## config.mk

```make
export PLATFORM = sky130hd
export DESIGN_NAME = reaction_timer_flat
export DESIGN_NICKNAME = d
export VERILOG_FILES = /design/src/rtl/reaction_timer_if.sv /design/src/rtl/reaction_timer.sv /design/src/flat_wrapper.sv
export SDC_FILE = /design/constraint.sdc
export NUM_CORES = 1
export LEC_CHECK = 0
export CAP_MARGIN = 10
export CORE_MARGIN = 4
export CORE_UTILIZATION = 30
export CTS_BUF_LIST = sky130_fd_sc_hd__clkbuf_2 sky130_fd_sc_hd__clkbuf_4 sky130_fd_sc_hd__clkbuf_8
export DETAILED_ROUTE_END_ITERATION = 10
export DONT_BUFFER_PORTS = 1
export PLACE_DENSITY = 0.5
export REMOVE_ABC_BUFFERS = 1
export SLEW_MARGIN = 20
export SYNTH_ARGS = -nofsm -noshare
export SYNTH_HDL_FRONTEND = slang
export SYNTH_SLANG_ARGS = --single-unit
```

## constraint.sdc

```tcl
create_clock -name clk -period 3.85 [get_ports clk]
set_input_delay 0.77 -clock clk [delete_from_list [all_inputs] [get_ports clk]]
set_output_delay 0.77 -clock clk [all_outputs]
set_load 0.02 [all_outputs]
```

## src/rtl/reaction_timer_if.sv

```systemverilog
// reaction_timer_if: handshake between the light-sequence FSM and the reaction timer.
//   master (FSM side)   : drives en_lfsr, start_delay and react; receives the timer outputs.
//   slave  (timer side) : receives en_lfsr, start_delay and react; drives tick, time_out,
//                         react_ms[13:0], result_valid, false_start and busy.
interface reaction_timer_if;
   logic        en_lfsr;
   logic        start_delay;
   logic        react;
   logic        tick;
   logic        time_out;
   logic [13:0] react_ms;
   logic        result_valid;
   logic        false_start;
   logic        busy;

   modport master (
      output en_lfsr, start_delay, react,
      input  tick, time_out, react_ms, result_valid, false_start, busy
   );

   modport slave (
      input  en_lfsr, start_delay, react,
      output tick, time_out, react_ms, result_valid, false_start, busy
   );
endinterface

```

## src/rtl/reaction_timer.sv

```systemverilog
// reaction_timer: random-delay and reaction-measurement engine.
//   clk   : single clock, rising edge.
//   rst_n : asynchronous active-low reset.
//   bus   : reaction_timer_if.slave
//           en_lfsr      - advance the LFSR every clock while high
//           start_delay  - level; its rising edge arms a round
//           react        - player button (synchronized, debounced)
//           tick         - one-clock pulse every TICK_DIV clocks
//           time_out     - one-clock pulse at the end of the delay (or on a false start)
//           react_ms     - reaction time in ms, 0 on a false start, MAX_MS on no response
//           result_valid - level, react_ms / false_start valid
//           false_start  - level, react seen during the delay
//           busy         - high in DELAY and MEASURE
module reaction_timer #(
   parameter int unsigned TICK_DIV     = 25_000_000,
   parameter int unsigned MS_DIV       = 50_000,
   parameter int unsigned MIN_DELAY_MS = 500,
   parameter int unsigned RAND_BITS    = 11,
   parameter int unsigned MAX_MS       = 9999
) (
   input logic             clk,
   input logic             rst_n,
   reaction_timer_if.slave bus
);

   localparam int unsigned TickW  = (TICK_DIV > 1) ? $clog2(TICK_DIV) : 1;
   localparam int unsigned MsW    = (MS_DIV > 1) ? $clog2(MS_DIV) : 1;
   // Wide enough for MIN_DELAY_MS + 2**RAND_BITS - 1.
   localparam int unsigned DelayW = $clog2(MIN_DELAY_MS + (2 ** RAND_BITS));

   localparam logic [TickW-1:0]  TickMax  = TickW'(TICK_DIV - 1);
   localparam logic [MsW-1:0]    MsMax    = MsW'(MS_DIV - 1);
   localparam logic [DelayW-1:0] MinDelay = DelayW'(MIN_DELAY_MS);
   localparam logic [13:0]       MaxMs    = 14'(MAX_MS);
   localparam logic [15:0]       LfsrSeed = 16'hACE1;

   localparam logic [1:0] StIdle    = 2'd0;
   localparam logic [1:0] StDelay   = 2'd1;
   localparam logic [1:0] StMeasure = 2'd2;
   localparam logic [1:0] StDone    = 2'd3;

   logic [1:0]        state_q, state_d;
   logic              start_d_q, start_d_d;
   logic [15:0]       lfsr_q, lfsr_d;
   logic [TickW-1:0]  tick_cnt_q, tick_cnt_d;
   logic              tick_q, tick_d;
   logic [MsW-1:0]    ms_cnt_q, ms_cnt_d;
   logic [DelayW-1:0] delay_cnt_q, delay_cnt_d;
   logic [13:0]       meas_cnt_q, meas_cnt_d;
   logic [13:0]       react_ms_q, react_ms_d;
   logic              result_valid_q, result_valid_d;
   logic              false_start_q, false_start_d;
   logic              time_out_q, time_out_d;
   logic              busy_q, busy_d;

   logic              arm;
   logic              ms_tick;
   logic              ms_clr;
   logic [DelayW-1:0] rand_ext;

   always_comb begin
      state_d        = state_q;
      start_d_d      = bus.start_delay;
      lfsr_d         = lfsr_q;
      delay_cnt_d    = delay_cnt_q;
      meas_cnt_d     = meas_cnt_q;
      react_ms_d     = react_ms_q;
      result_valid_d = result_valid_q;
      false_start_d  = false_start_q;
      time_out_d     = 1'b0;
      ms_clr         = 1'b0;

      arm     = bus.start_delay & ~start_d_q;
      ms_tick = (ms_cnt_q == MsMax);

      rand_ext                 = '0;
      rand_ext[RAND_BITS-1:0]  = lfsr_q[RAND_BITS-1:0];

      // Free-running prescaler; tick_q is high exactly while the count sits at TICK_DIV-1.
      tick_cnt_d = (tick_cnt_q == TickMax) ? '0 : tick_cnt_q + TickW'(1);
      tick_d     = (tick_cnt_d == TickMax);

      if (bus.en_lfsr) begin
         lfsr_d = {lfsr_q[14:0], lfsr_q[15] ^ lfsr_q[13] ^ lfsr_q[12] ^ lfsr_q[10]};
      end

      case (state_q)
         StIdle, StDone: begin
            if (arm) begin
               // Uses the LFSR value from before this edge's step.
               delay_cnt_d    = MinDelay + rand_ext;
               react_ms_d     = '0;
               result_valid_d = 1'b0;
               false_start_d  = 1'b0;
               ms_clr         = 1'b1;
               state_d        = StDelay;
            end
         end
         StDelay: begin
            // A press during the delay wins over expiry in the same cycle.
            if (bus.react) begin
               false_start_d  = 1'b1;
               react_ms_d     = '0;
               result_valid_d = 1'b1;
               time_out_d     = 1'b1;
               ms_clr         = 1'b1;
               state_d        = StDone;
            end else if (ms_tick) begin
               delay_cnt_d = delay_cnt_q - DelayW'(1);
               if (delay_cnt_q == DelayW'(1)) begin
                  time_out_d = 1'b1;
                  ms_clr     = 1'b1;
                  meas_cnt_d = '0;
                  state_d    = StMeasure;
               end
            end
         end
         StMeasure: begin
            if (bus.react) begin
               react_ms_d     = meas_cnt_q;
               result_valid_d = 1'b1;
               state_d        = StDone;
            end else if (ms_tick) begin
               meas_cnt_d = meas_cnt_q + 14'd1;
               if (meas_cnt_d == MaxMs) begin
                  react_ms_d     = MaxMs;
                  result_valid_d = 1'b1;
                  state_d        = StDone;
               end
            end
         end
         default: state_d = StIdle;
      endcase

      ms_cnt_d = ms_tick ? '0 : ms_cnt_q + MsW'(1);
      if (ms_clr) begin
         ms_cnt_d = '0;
      end

      busy_d = (state_d == StDelay) || (state_d == StMeasure);
   end

   always_ff @(posedge clk or negedge rst_n) begin
      if (!rst_n) begin
         state_q        <= StIdle;
         start_d_q      <= 1'b0;
         lfsr_q         <= LfsrSeed;
         tick_cnt_q     <= '0;
         tick_q         <= 1'b0;
         ms_cnt_q       <= '0;
         delay_cnt_q    <= '0;
         meas_cnt_q     <= '0;
         react_ms_q     <= '0;
         result_valid_q <= 1'b0;
         false_start_q  <= 1'b0;
         time_out_q     <= 1'b0;
         busy_q         <= 1'b0;
      end else begin
         state_q        <= state_d;
         start_d_q      <= start_d_d;
         lfsr_q         <= lfsr_d;
         tick_cnt_q     <= tick_cnt_d;
         tick_q         <= tick_d;
         ms_cnt_q       <= ms_cnt_d;
         delay_cnt_q    <= delay_cnt_d;
         meas_cnt_q     <= meas_cnt_d;
         react_ms_q     <= react_ms_d;
         result_valid_q <= result_valid_d;
         false_start_q  <= false_start_d;
         time_out_q     <= time_out_d;
         busy_q         <= busy_d;
      end
   end

   assign bus.tick         = tick_q;
   assign bus.time_out     = time_out_q;
   assign bus.react_ms     = react_ms_q;
   assign bus.result_valid = result_valid_q;
   assign bus.false_start  = false_start_q;
   assign bus.busy         = busy_q;

endmodule

```

## src/flat_wrapper.sv

```systemverilog
// flat-port wrapper written by rule: the top's interface ports become plain ports
module reaction_timer_flat 
#(
   parameter int unsigned TICK_DIV     = 25_000_000,
   parameter int unsigned MS_DIV       = 50_000,
   parameter int unsigned MIN_DELAY_MS = 500,
   parameter int unsigned RAND_BITS    = 11,
   parameter int unsigned MAX_MS       = 9999
)
  (clk, rst_n, bus_en_lfsr, bus_start_delay, bus_react, bus_tick, bus_time_out, bus_react_ms, bus_result_valid, bus_false_start, bus_busy);
  reaction_timer_if bus_i ();
  input logic clk;
  input logic rst_n;
  input wire logic [$bits(bus_i.en_lfsr)-1:0] bus_en_lfsr;
  input wire logic [$bits(bus_i.start_delay)-1:0] bus_start_delay;
  input wire logic [$bits(bus_i.react)-1:0] bus_react;
  output wire logic [$bits(bus_i.tick)-1:0] bus_tick;
  output wire logic [$bits(bus_i.time_out)-1:0] bus_time_out;
  output wire logic [$bits(bus_i.react_ms)-1:0] bus_react_ms;
  output wire logic [$bits(bus_i.result_valid)-1:0] bus_result_valid;
  output wire logic [$bits(bus_i.false_start)-1:0] bus_false_start;
  output wire logic [$bits(bus_i.busy)-1:0] bus_busy;
  assign bus_i.en_lfsr = bus_en_lfsr;
  assign bus_i.start_delay = bus_start_delay;
  assign bus_i.react = bus_react;
  assign bus_tick = bus_i.tick;
  assign bus_time_out = bus_i.time_out;
  assign bus_react_ms = bus_i.react_ms;
  assign bus_result_valid = bus_i.result_valid;
  assign bus_false_start = bus_i.false_start;
  assign bus_busy = bus_i.busy;
  reaction_timer #(.TICK_DIV(TICK_DIV), .MS_DIV(MS_DIV), .MIN_DELAY_MS(MIN_DELAY_MS), .RAND_BITS(RAND_BITS), .MAX_MS(MAX_MS)) u_core (.clk(clk), .rst_n(rst_n), .bus(bus_i));
endmodule
```

==> Yosys cells after proc, flatten, opt, wreduce, memory -nomap -nowiden <==
Index checks and enable logic that the tools add are counted.
{ "totals": {"register_bits": 105, "in_bits": 5, "output_inout_bits": 19, "word_cells": 91} }
{ "op_classes": {"addsub": 5, "n_eq_ne": 19, "muxes": 40, "n_bitwise": 5, "reduce_logical": 9} }
{ "ops": {"columns": ["operator", "n"], "rows": [
  ["14-bit 2-to-1 mux", 10],
  ["25-bit == test, second input constant", 2],
  ["14-bit case mux with 3 select lines", 1],
  ["12-bit 2-to-1 mux", 3],
  ["16-bit 2-to-1 mux", 2],
  ["14-bit case mux with 2 select lines", 1],
  ["25-bit by 1-bit adder with 25-bit output, second input constant", 1],
  ["25-bit 2-to-1 mux", 1],
  ["12-bit case mux with 2 select lines", 1],
  ["16-bit by 1-bit adder with 16-bit output, second input constant", 1],
  ["16-bit == test, second input constant", 1],
  ["14-bit by 1-bit adder with 14-bit output, second input constant", 1],
  ["14-bit == test, second input constant", 1],
  ["2-bit 2-to-1 mux", 7],
  ["9-bit by 11-bit adder with 12-bit output, first input constant", 1],
  ["12-bit by 1-bit == test with 1-bit output, second input constant", 1],
  ["12-bit by 1-bit subtractor with 12-bit output, second input constant", 1],
  ["1-bit 2-to-1 mux", 10],
  ["2-bit by 1-bit != test with 1-bit output, second input constant", 4],
  ["4-bit AND reduction", 2],
  ["2-bit == test, second input constant", 3],
  ["2-bit != test, second input constant", 3],
  ["3-bit by 2-bit != test with 1-bit output, second input constant", 2],
  ["2-bit case mux with 3 select lines", 1],
  ["other kinds (12)", 17]
]} }

==> Logic depth before layout (Yosys ltp) <==
{ "logic_depth": {"ltp_word": 8, "depth_mapped": 10, "mapped_depth_nobuf": 9} }

==> Worst setup path before layout <==
OpenSTA, ideal clock, no wires.
{ "synth_path": {"kind": "register to register", "from": "register u_core.meas_cnt_q[1]", "to": "register u_core.react_ms_q[10], in the netlist u_core.bus.react_ms[10]", "setup_ps": 126, "arrival_ps": 2530, "required_time_ps": 3724, "setup_slack_ps": 1194, "path_stages_with_launch": 11, "n_path_buf": 2, "cell_sequence": "dfrtp_1 ha_1 clkbuf_1 nand2_1 nor4b_1 o211ai_1 a2111oi_4 a211oi_2 a21o_4 buf_6 a221o_1"} }
{ "synth_between": {"elab_chain_len": 4} }
{ "synth_rtl": {"columns": ["item", "line", "text"], "rows": [
  ["from (decl)", "reaction_timer.sv:49", "logic [13:0] meas_cnt_q, meas_cnt_d;"],
  ["from (signal assigned)", "reaction_timer.sv:166", "meas_cnt_q <= meas_cnt_d;"],
  ["14-bit by 1-bit adder with 14-bit output", "reaction_timer.sv:124", "meas_cnt_d = meas_cnt_q + 14'd1;"],
  ["14-bit == test", "reaction_timer.sv:125", "if (meas_cnt_d == MaxMs) begin"],
  ["3-bit by 2-bit != test with 1-bit output (no line)", null, null],
  ["4-bit AND reduction (no line)", null, null],
  ["to (signal assigned)", "reaction_timer.sv:167", "react_ms_q <= react_ms_d;"],
  ["to (decl)", "reaction_timer.sv:50", "logic [13:0] react_ms_q, react_ms_d;"]
]} }
Every way passes these cells.
A chain may end at the register's enable or synchronous reset.

==> Worst setup path in the final report <==
{ "layout_path": {"from": "register u_core.meas_cnt_q[0]", "to": "register u_core.react_ms_q[10], in the netlist u_core.bus.react_ms[10]"} }
Same word-level chain as after synthesis.

==> flow_metrics.env <==
export IMPL_outcome="complete, no violations"
export IMPL_dr_total_vias=4046
export IMPL_max_slew_worst_pin_slew_ps=878
export IMPL_worstSkewPairLatency_ps=390
export IMPL_post_layout_total_power_w=0.00322
export IMPL_cts_setup_buffers=0
export IMPL_synth_flop_cell="dfrtp_1"
export IMPL_setup_tns_final_ps=0
export IMPL_synth_adder_area_share_pct=2.01
export IMPL_ctsHtreeMaxLevel=3
export IMPL_initial_utilization_pct=30.9
export IMPL_post_route_drc_count=0
export IMPL_ys_async_sr_fraction_pct=100
export IMPL_syn_cell_area_um2=5610
export IMPL_cts_hold_buffers=0
export IMPL_synth_area_leaders="dfrtp_1, xnor2_1, dfstp_2, nor2_1, mux2_2"
export IMPL_slew_headroom_pct=41.3
export IMPL_timing_critical_path_arrival_ps=3050
export IMPL_synth_top_cell_area_share_pct=43.3
export IMPL_report_final_slew_viol_count=0
export IMPL_cap_violations=0
export IMPL_netlist_top_cell_by_area="dfrtp_1"
export IMPL_worstSetupStartpointType="flip-flop"
export IMPL_p_leak_nw=2.37
export IMPL_skew_ps=6.63
export IMPL_critical_path_required_ps=4130
export IMPL_min_delay_path_class="in2async"
export IMPL_cts_buffers_inserted=9
export IMPL_finalWirelength_um=11800
export IMPL_synth_ff_latch_count=105
export IMPL_timing_final_hold_violations=0
export IMPL_syn_to_final_growth_pct=6.25
export IMPL_synth_compound_gate_area_share_pct=13.8
export IMPL_floorplan_core_area_um2=18100
export IMPL_rsz0062_at_grt="false"
export IMPL_post_layout_cell_count=780
export IMPL_synth_common_cells="dfrtp_1, nor2_1, nand2_1, xnor2_1, o21ai_0"
export IMPL_drt_iter0_markers=270
export IMPL_grt_pass1_vias=3946
export IMPL_postSynthAreaPerCell_um2=10.0
export IMPL_floorplan_die_area_um2=20900
export IMPL_portBuffers=0
export IMPL_achievable_frequency_mhz=361
export IMPL_synth_top_family_by_area="simple AND/OR/NAND/NOR gates"
export IMPL_timing_critical_path_to_type="flip-flop"
export IMPL_power_density_nw_per_um2=541
export IMPL_synth_yosys_seq_area_share_pct=47.0
export IMPL_root_buffer="clkbuf_8"
export IMPL_post_synth_mux_area_share_pct=3.37
export IMPL_crit_type="reg2reg"
export IMPL_antenna_diode_count=0
export IMPL_wire_length_of_the_first_global_routing_pass_um=20200
export IMPL_io_pins=24
export IMPL_peakVddDrop_mv=0.257
export IMPL_rr_endpoint="u_core.bus.react_ms[10]"
export IMPL_synthesis_yosys_warnings=0
export IMPL_synthXorXnorAreaFrac_pct=8.12
export IMPL_stdcell_area_um2=5960
export IMPL_antenna_found_initial=0
export IMPL_tritoncts="done"
export IMPL_yosys_area_share_simple_pct=22.0
export IMPL_gr_usage_all_layers_pct=12.1
export IMPL_num_rows=49
export IMPL_final_antenna_net_count=0
export IMPL_r2r_worst_path_cells=8
export IMPL_iteration_count_of_the_initial_detailed_routing_pass=6
export IMPL_place_gp_congestion=0.807
export IMPL_setup_reg_to_reg_worst_slack_ps=1080
export IMPL_fp_dieH_um=145
export IMPL_globalRoute_totalOverflow=0
export IMPL_cts_clk_slew_worst_paths_ps=100
export IMPL_setup_viol=0
export IMPL_post_dp_hpwl_um=7940
export IMPL_num_fill_cells=1853
export IMPL_final_nets=560
export IMPL_syn_instance_count=561
export IMPL_placed_cells_incl_taps=764
export IMPL_clock_sinks=105
export IMPL_synth_edf_count=0
export IMPL_post_cts_resize_count=0
export IMPL_fin_crit_ps=2770
export IMPL_synth_distinct_cells=67
export IMPL_wl_per_cell_um=15.1
export IMPL_dpl_cell_area_um2=5790
export IMPL_timing_rr_start="u_core.meas_cnt_q[0]"
export IMPL_crit_fanout=14
export IMPL_die_width_um=145
export IMPL_yosysMostFrequentCell="dfrtp_1"
export IMPL_final_period_utilization_pct=72.0
export IMPL_clockBufferDepth=2
export IMPL_detail_route_vias_per_cell=5.19
export IMPL_grt_start_max_net_pins=106
export IMPL_layout_drive_gt1_share_pct=10.9
-- cells by family after synthesis --
family / count (synthesis)
AOI/OAI and AO/OA: 108
xor gates and xnor gates: 52
adders and majority gates: 9
buffers and inverters: 47
DFF: 105
muxes: 17
and+or+nand+nor: 223
-- routing by layer --
metal	GRT usage [%]	up-vias	share of wire, %
li1	-	1985	-
met4	3.93	0	1.8
met3	3.02	18	3.8
met2	18.5	65	44
met1	16.7	1978	50
met5	0	-	0
-- worst max-delay path by stage --
| stage | from | endpoint | slack (ps) | cells past startpoint |
|---|---|---|---|---|
| global route | u_core.meas_cnt_q[0] | u_core.bus.react_ms[13] | 860 | 8 |
| floorplan | u_core.tick_cnt_q[0] | u_core.bus.tick | 1190 | 7 |
| finish | u_core.meas_cnt_q[0] | u_core.bus.react_ms[10] | 1080 | 8 |
| global placement | u_core.meas_cnt_q[0] | u_core.bus.react_ms[1] | 1170 | 8 |
| detailed placement | u_core.meas_cnt_q[0] | u_core.bus.react_ms[1] | 1080 | 8 |
| CTS | u_core.meas_cnt_q[0] | u_core.bus.react_ms[8] | 1070 | 7 |
-- area by class of cell --
cell class,instances,area [µm²],share of cell area (%)
clock buffer,11,139,2.33
clock inverter,5,31.3,0.525
tap,229,287,4.81
sequential,105,2640,44.3
multi-input combinational,409,2780,46.6
inverter,18,67.6,1.13
timing repair buffer,3,22.5,0.378
-- report_power, final --
part           internal (W)  switching (W)
clock              0.000249       0.000388
combinational      0.000446       0.000567
sequential          0.00134       0.000235
-- critical path, stage by stage (launching register included) --
cell and delay (ps):
dfrtp_1 530, ha_1 390, nand2_1 110, nor4b_1 250
o211ai_1 160, a2111oi_4 440, a211oi_2 150, a21o_4 270
a221o_1 360
-- cells in the final DEF, fill, tap and decap left out, drive strengths merged, types with 10 or more instances in the layout --
cell type,n
dfrtp,97
inv,19
nand2,43
xor2,17
o22a,10
clkbuf,11
nor2,56
nand3,22
o21ai,27
mux2,15
nor4,14
xnor2,35
nand4,16
nor3,12
a21oi,18
-- per-stage QoR --
stage	hold WS (ps)	utilization [%]	worst slack (ps)
global route	28.5	32.8	861
finish	66.6	32.8	1080
detailed placement	453	31.9	1080
floorplan	433	-	1190
CTS	38.2	32.8	1070
global placement	444	31.9	1170
-- registers in the layout, summed over array words and instances (netlist names) --
signal,flops
u_core.bus.busy,1
u_core.bus.false_start,1
u_core.bus.react_ms,14
u_core.bus.result_valid,1
u_core.bus.tick,1
u_core.bus.time_out,1
u_core.delay_cnt_q,12
u_core.lfsr_q,16
u_core.meas_cnt_q,14
u_core.ms_cnt_q,16
u_core.start_d_q,1
u_core.state_q,2
u_core.tick_cnt_q,25
No activity file was read; power rests on OpenSTA's default activity.
